[src/rtl/fp_add_align_norm.sv]
// fp_add_align_norm: 3-stage FP32 add front end (unpack/compare, align/add, pre-normalize).
// Optional macro FP_ADD_SUB_EN adds the in_op port (1 = compute A - B).
module fp_add_align_norm #(
    parameter int unsigned PIPE_STAGES = 3
) (
    input  logic        clk,
    input  logic        rst_n,
    input  logic        in_valid,
    output logic        in_ready,
    input  logic [31:0] in_a,
    input  logic [31:0] in_b,
`ifdef FP_ADD_SUB_EN
    input  logic        in_op,
`endif
    input  logic [2:0]  in_rm,
    output logic        out_valid,
    input  logic        out_ready,
    output logic        out_sign,
    output logic [7:0]  out_exp,
    output logic [27:0] out_mant,
    output logic [2:0]  out_rm,
    output logic        out_special,
    output logic [31:0] out_special_val
);

    if (PIPE_STAGES != 3) begin : g_bad_depth
        $error("fp_add_align_norm: PIPE_STAGES must be 3");
    end

    localparam logic [2:0]  RmRdn = 3'b010;
    localparam logic [31:0] QNan  = 32'h7FC0_0000;

    logic stall;
    assign stall    = out_valid & ~out_ready;
    assign in_ready = ~stall;

    // ---------------- S1: unpack and compare ----------------
    logic        a_sign, b_sign, a_nan, b_nan, a_inf, b_inf, a_ge_b;
    logic [7:0]  a_exp, b_exp;
    logic [22:0] a_frac, b_frac;
    logic [31:0] sval_d;

    assign a_sign = in_a[31];
`ifdef FP_ADD_SUB_EN
    assign b_sign = in_b[31] ^ in_op;
`else
    assign b_sign = in_b[31];
`endif
    assign a_exp  = in_a[30:23];
    assign b_exp  = in_b[30:23];
    // Subnormals are flushed to zero before anything else looks at them.
    assign a_frac = (a_exp == 8'd0) ? 23'd0 : in_a[22:0];
    assign b_frac = (b_exp == 8'd0) ? 23'd0 : in_b[22:0];
    assign a_nan  = (a_exp == 8'hFF) && (in_a[22:0] != 23'd0);
    assign b_nan  = (b_exp == 8'hFF) && (in_b[22:0] != 23'd0);
    assign a_inf  = (a_exp == 8'hFF) && (in_a[22:0] == 23'd0);
    assign b_inf  = (b_exp == 8'hFF) && (in_b[22:0] == 23'd0);
    assign a_ge_b = {a_exp, a_frac} >= {b_exp, b_frac};

    always_comb begin
        sval_d = 32'd0;
        if (a_nan || b_nan || (a_inf && b_inf && (a_sign != b_sign))) sval_d = QNan;
        else if (a_inf) sval_d = {a_sign, 8'hFF, 23'd0};
        else if (b_inf) sval_d = {b_sign, 8'hFF, 23'd0};
    end

    logic        s1_valid, s1_sign, s1_sub, s1_special, s1_zero, s1_zero_sign;
    logic [7:0]  s1_exp, s1_d;
    logic [23:0] s1_man_l, s1_man_s;
    logic [2:0]  s1_rm;
    logic [31:0] s1_sval;

    always_ff @(posedge clk) begin
        if (!rst_n) begin
            s1_valid     <= 1'b0;
            s1_sign      <= 1'b0;
            s1_exp       <= 8'd0;
            s1_man_l     <= 24'd0;
            s1_man_s     <= 24'd0;
            s1_d         <= 8'd0;
            s1_sub       <= 1'b0;
            s1_rm        <= 3'd0;
            s1_special   <= 1'b0;
            s1_sval      <= 32'd0;
            s1_zero      <= 1'b0;
            s1_zero_sign <= 1'b0;
        end else if (!stall) begin
            s1_valid     <= in_valid;
            s1_sign      <= a_ge_b ? a_sign : b_sign;
            s1_exp       <= a_ge_b ? a_exp : b_exp;
            s1_man_l     <= a_ge_b ? {(a_exp != 8'd0), a_frac} : {(b_exp != 8'd0), b_frac};
            s1_man_s     <= a_ge_b ? {(b_exp != 8'd0), b_frac} : {(a_exp != 8'd0), a_frac};
            s1_d         <= a_ge_b ? a_exp - b_exp : b_exp - a_exp;
            s1_sub       <= a_sign ^ b_sign;
            s1_rm        <= in_rm;
            s1_special   <= a_nan | b_nan | a_inf | b_inf;
            s1_sval      <= sval_d;
            s1_zero      <= (a_exp == 8'd0) && (b_exp == 8'd0);
            s1_zero_sign <= (a_sign & b_sign) | ((a_sign ^ b_sign) & (in_rm == RmRdn));
        end
    end

    // ---------------- S2: align and add ----------------
    logic [26:0] ml, ms, ms_sh;
    logic [27:0] sum_d;

    always_comb begin
        ml = {s1_man_l, 3'b000};
        ms = {s1_man_s, 3'b000};
        if (s1_d >= 8'd27) ms_sh = {26'd0, |ms};
        else ms_sh = (ms >> s1_d) | {26'd0, |(ms & ~(27'h7FF_FFFF << s1_d))};
        sum_d = s1_sub ? ({1'b0, ml} - {1'b0, ms_sh}) : ({1'b0, ml} + {1'b0, ms_sh});
    end

    logic        s2_valid, s2_sign, s2_special, s2_zero, s2_zero_sign;
    logic [7:0]  s2_exp;
    logic [27:0] s2_sum;
    logic [2:0]  s2_rm;
    logic [31:0] s2_sval;

    always_ff @(posedge clk) begin
        if (!rst_n) begin
            s2_valid     <= 1'b0;
            s2_sign      <= 1'b0;
            s2_exp       <= 8'd0;
            s2_sum       <= 28'd0;
            s2_rm        <= 3'd0;
            s2_special   <= 1'b0;
            s2_sval      <= 32'd0;
            s2_zero      <= 1'b0;
            s2_zero_sign <= 1'b0;
        end else if (!stall) begin
            s2_valid     <= s1_valid;
            s2_sign      <= s1_sign;
            s2_exp       <= s1_exp;
            s2_sum       <= sum_d;
            s2_rm        <= s1_rm;
            s2_special   <= s1_special;
            s2_sval      <= s1_sval;
            s2_zero      <= s1_zero;
            s2_zero_sign <= s1_zero_sign;
        end
    end

    // ---------------- S3: normalize ----------------
    logic [4:0]  lzc;
    logic [8:0]  exp_inc;
    logic        n_sign, n_special;
    logic [7:0]  n_exp;
    logic [27:0] n_mant;
    logic [31:0] n_sval;

    always_comb begin
        lzc = 5'd0;
        for (int i = 0; i < 27; i++) begin
            if (s2_sum[i]) lzc = 5'(26 - i);
        end
        exp_inc   = {1'b0, s2_exp} + 9'd1;
        n_sign    = s2_sign;
        n_exp     = 8'd0;
        n_mant    = 28'd0;
        n_special = 1'b0;
        n_sval    = 32'd0;
        if (s2_special) begin
            n_sign    = 1'b0;
            n_special = 1'b1;
            n_sval    = s2_sval;
        end else if (s2_zero) begin
            n_sign = s2_zero_sign;
        end else if (s2_sum == 28'd0) begin
            n_sign = (s2_rm == RmRdn);
        end else if (s2_sum[27]) begin
            if (exp_inc >= 9'd255) begin
                n_sign    = 1'b0;
                n_special = 1'b1;
                n_sval    = {s2_sign, 8'hFF, 23'd0};
            end else begin
                n_exp  = exp_inc[7:0];
                n_mant = {1'b0, s2_sum[27:2], s2_sum[1] | s2_sum[0]};
            end
        end else if (s2_exp > {3'd0, lzc}) begin
            n_exp  = s2_exp - {3'd0, lzc};
            n_mant = {1'b0, s2_sum[26:0] << lzc};
        end
        // Remaining case underflows: exp/mant stay zero, sign of L is kept.
    end

    always_ff @(posedge clk) begin
        if (!rst_n) begin
            out_valid       <= 1'b0;
            out_sign        <= 1'b0;
            out_exp         <= 8'd0;
            out_mant        <= 28'd0;
            out_rm          <= 3'd0;
            out_special     <= 1'b0;
            out_special_val <= 32'd0;
        end else if (!stall) begin
            out_valid       <= s2_valid;
            out_sign        <= n_sign;
            out_exp         <= n_exp;
            out_mant        <= n_mant;
            out_rm          <= s2_rm;
            out_special     <= n_special;
            out_special_val <= n_sval;
        end
    end

endmodule
[config.mk]
export PLATFORM = sky130hd
export DESIGN_NAME = fp_add_align_norm
export DESIGN_NICKNAME = d
export VERILOG_FILES = /design/src/rtl/fp_add_align_norm.sv
export SDC_FILE = /design/constraint.sdc
export NUM_CORES = 1
export LEC_CHECK = 0
export CORE_ASPECT_RATIO = 0.8
export CORE_MARGIN = 4
export CORE_UTILIZATION = 40
export DETAILED_ROUTE_END_ITERATION = 6
export GPL_ROUTABILITY_DRIVEN = 0
export GPL_TIMING_DRIVEN = 0
export PLACE_DENSITY = 0.6
export SLEW_MARGIN = 20
export SYNTH_ARGS = -nofsm -noshare
export SYNTH_HDL_FRONTEND = slang
export SYNTH_SLANG_ARGS = --single-unit
[constraint.sdc]
create_clock -name clk -period 5.02 [get_ports clk]
set_input_delay 1.255 -clock clk [delete_from_list [all_inputs] [get_ports clk]]
set_output_delay 1.255 -clock clk [all_outputs]
set_load 0.05 [all_outputs]
==> out/qor_table.md <==
| Quantity | Reported | Unit |
|:---|:---|:---|
| WL/cell | 22.36 | um |
| Slew HR | 36.65 | % |
| Largest net degree at the start of global routing | 20 | - |
| Number of flops mapped to enable cells by yosys | 0 | - |
| Die height | 181.7 | um |
| Antenna violations before repair | 0 | - |
| Clock tree from TritonCTS | done | - |
| Wire length of the first global-routing pass | 93020 | um |
| Port buffer count | 121 | - |
| Sequential area share after synthesis | 22.15 | % |
| Number of vias after detailed routing | 17.14k | - |
| Most common library cell in the layout ignoring fill and taps | sky130_fd_sc_hd__nand2_1 | - |
| Die Wd | 225.2 | um |
| Outcome | complete, no violations | - |
| Clock period minus worst slack | 4953 | ps |
| P_leak | 7.607 | nW |
| Number of hold violations in the final report | 0 | - |
| Cell variety after synth | 83 | - |
| Number of filler instances in the final layout | 3733 | - |
| Die Footprint | 0.04092 | sq mm |
| Number of placed I/O pins | 146 | - |
| Final hold slack | 455.7 | ps |
| Number of storage elements in the synthesis netlist | 167 | - |
| Post-Route WL | 60910 | um |
| Initial Util | 40.65 | % |
| Worst hold path type | reg -> reg | - |
| Cell count of the worst hold path | 2 | - |
| Area of the core region | 0.03713 | sq mm |
| Insertion delay to the later sink of the worst-skew pair | 450 | ps |
| Crit start category | input port | - |
| Fin area | 0.01812 | sq mm |
| Final setup violation count | 0 | - |
| Number of global-route vias before repair | 15.82k | - |
| Number of max-capacitance violations reported | 0 | - |
| HPWL Detailed | 47990 | um |
| Total clock sinks | 167 | - |
| Reg2Reg Depth | 22 | - |
| RSZ-0062 raised after global routing | yes | - |
| Clock Tree Root | sky130_fd_sc_hd__clkbuf_16 | - |
| Post-layout utilization of the core | 48.82 | % |
| Post-synthesis cell count | 2054 | - |
| Average cell area after synthesis | 7.347 | sq um |
| CTS HTree Levels | 4 | - |
| Inserted Clock Buffers | 17 | - |
| Overflow after GRT | 0 | - |
| Startpoint of the tightest hold check path | s2_valid$_SDFFE_PN0N_ | - |
| Cell row count | 63 | - |
| Most frequent cells in the layout | sky130_fd_sc_hd__nand2_1, sky130_fd_sc_hd__nor2_1, sky130_fd_sc_hd__dfxtp_1, sky130_fd_sc_hd__a21oi_1, sky130_fd_sc_hd__o21ai_0 | - |
| Worst-margin pin slew | 950.3 | ps |
| Worst R2R Setup Slack | 100 | ps |
| Vias per cell | 6.291 | - |
| Final Slew Violations | 0 | - |
| Power per unit of standard cell area | 390.7 | mW/mm^2 |
| Required time of the critical path | 5360 | ps |
| Largest driver fanout on the critical path | 10 | - |
| Yosys warning count | 0 | - |
| Prevailing post-synth register cell | sky130_fd_sc_hd__dfxtp_1 | - |
| Fraction of final layout cells with drive strength greater than 1 | 11.58 | % |
| Post-CTS clock slew at the launch and capture registers of the worst setup and hold paths | 80 | ps |
| Remaining routing DRC violations | 0 | - |
| Detailed-routing iteration count for the pre-antenna-repair pass | 6 | - |
| Final net count | 2395 | - |
| Hold Path Sink | s2_valid$_SDFFE_PN0N_ | - |
| Post-route antenna net violation count | 0 | - |
| Antenna diode instance count | 0 | - |
| Final cycle utilization of the critical path | 98.66 | % |
| Relative area change from synthesis to final layout | 20.10 | % |
| R2r startpoint | s2_sum[2]$_SDFFE_PN0N_ | - |
| Clock buffer depth | 2 | - |
| Clk_skew | 11.42 | ps |
| Type of the setup path with the least slack | in -> reg | - |
| Type of destination of the critical path | flop | - |
| Endpoint of the lowest-slack register-to-register path | out_mant[24]$_SDFFE_PN0N_ | - |
| Synth async-reset ratio | 0 | % |
| Count of routing violations after the opening detailed-route iteration | 2427 | - |
| Max frequency | 201.9 | MHz |
| Area of the mapped netlist | 0.01509 | sq mm |
| Placed inst area | 0.01700 | sq mm |
| Worst VDD drop | 0.1872 | mV |
| Data arrival time at the worst-slack endpoint | 5300 | ps |
| Overall global routing resource usage | 28.50 | % |
[Yosys cell counts, types with 32 or more instances]
library cell,number,area [sq um]
sky130_fd_sc_hd__a211oi_1,36,270.3
sky130_fd_sc_hd__a21o_1,36,270.3
sky130_fd_sc_hd__a21oi_1,162,810.8
sky130_fd_sc_hd__and2_1,32,200.2
sky130_fd_sc_hd__buf_4,34,255.2
sky130_fd_sc_hd__clkbuf_1,122,457.9
sky130_fd_sc_hd__dfxtp_1,167,3343
sky130_fd_sc_hd__ha_1,96,1201
sky130_fd_sc_hd__inv_1,92,345.3
sky130_fd_sc_hd__mux2i_1,67,670.6
sky130_fd_sc_hd__nand2_1,242,908.4
sky130_fd_sc_hd__nand3_1,77,385.4
sky130_fd_sc_hd__nor2_1,217,814.5
sky130_fd_sc_hd__nor3_1,40,200.2
sky130_fd_sc_hd__o211ai_1,40,300.3
sky130_fd_sc_hd__o21ai_0,116,580.6
[power by group]
part / total [W] / leakage (nW) / internal, W / switching (W)
Sequential: 0.00175 / 1.38 / 0.00152 / 0.000225
Clock: 0.00136 / 0.296 / 0.000676 / 0.000682
Combinational: 0.00398 / 5.93 / 0.00147 / 0.00250
Total: 0.00708 / 7.61 / 0.00367 / 0.00341
[per-stage QoR]
step	std cells	setup WS, ps	power, W	TNS [ps]
after floorplan	2076	16.82	0.004319	0
after global placement	2684	-1431	0.005392	-93630
after detailed placement	2684	-1412	0.005417	-95750
after CTS	2718	2.879	0.006833	0
after global routing	2724	-106.4	0.007419	-637.0
final	2724	67.24	0.007081	0
[critical path, cell delays in order]
cell	delay, ps
sky130_fd_sc_hd__dlygate4sd2_1	330
sky130_fd_sc_hd__nor4_4	350
sky130_fd_sc_hd__nand2_2	160
sky130_fd_sc_hd__buf_2	190
sky130_fd_sc_hd__and2_1	230
sky130_fd_sc_hd__ha_1	220
sky130_fd_sc_hd__a21o_1	170
sky130_fd_sc_hd__a21o_1	180
sky130_fd_sc_hd__a2111oi_2	370
sky130_fd_sc_hd__o21ai_1	150
sky130_fd_sc_hd__a21oi_2	240
sky130_fd_sc_hd__nand4b_4	160
sky130_fd_sc_hd__nand2_4	150
sky130_fd_sc_hd__mux2_2	400
sky130_fd_sc_hd__a221oi_4	320
sky130_fd_sc_hd__mux2i_1	110
sky130_fd_sc_hd__a311o_1	310
[cells by family after synthesis]
group	after synthesis	synth area share, %
flops	167	22.15
other cells	1	0.02485
fa+ha+maj	100	8.490
compound gates	608	26.79
mux	117	9.842
buf+inv	287	8.225
xor+xnor	35	2.031
simple gates	739	22.44
[how the worst max path moves through the flow]
| stage | startpoint | to |
|---|---|---|
| detailed placement | in_b[24] | s1_d[6]$_SDFFE_PN0N_ |
| global route | in_a[27] | s1_d[6]$_SDFFE_PN0N_ |
| floorplan | s1_d[0]$_SDFFE_PN0N_ | s2_sum[24]$_SDFFE_PN0N_ |
| global placement | in_b[24] | s1_d[6]$_SDFFE_PN0N_ |
| finish | in_a[26] | s1_d[6]$_SDFFE_PN0N_ |
| CTS | in_b[25] | s1_d[6]$_SDFFE_PN0N_ |
[layer usage]
layer,global-route usage [%],vias to the layer above,routed length (um)
met3,7.435,168,7102
met5,0,-,0
li1,-,7782,-
met4,8.230,0,1868
met1,42.33,8084,27290
met2,40.41,1102,24650
[sequential cells by signal, summed over array words and instances (netlist names), 3 cells and up]
| signal | cells |
|---|---|
| s1_man_l | 24 |
| s1_d | 8 |
| s1_rm | 3 |
| s1_sval | 3 |
| out_special_val | 3 |
| s2_sval | 3 |
| out_mant | 27 |
| s2_exp | 8 |
| s2_rm | 3 |
| s1_man_s | 24 |
| out_exp | 8 |
| out_rm | 3 |
| s2_sum | 28 |
| s1_exp | 8 |
[what timing repair did]
action                                  in CTS  in global routing
endpoints found under the setup margin     114                 94
gates resized for setup                     79                 79
hold buffers                                 0                  0
cloned                                       0                  0
buffers inserted                            10                  9
pin swaps                                    6                 13
[layout make-up]
class,count,area [sq um],area share [%]
multi-input combinational,1622,10900,60.16
sequential,167,3352,18.50
inverter,96,360.3,1.988
tap,487,609.3,3.362
clock buffer,17,425.4,2.347
clock inverter,15,177.7,0.9803
buffer,180,944.7,5.212
timing repair buffer,140,1351,7.456
No activity file was read; power rests on OpenSTA's default activity.
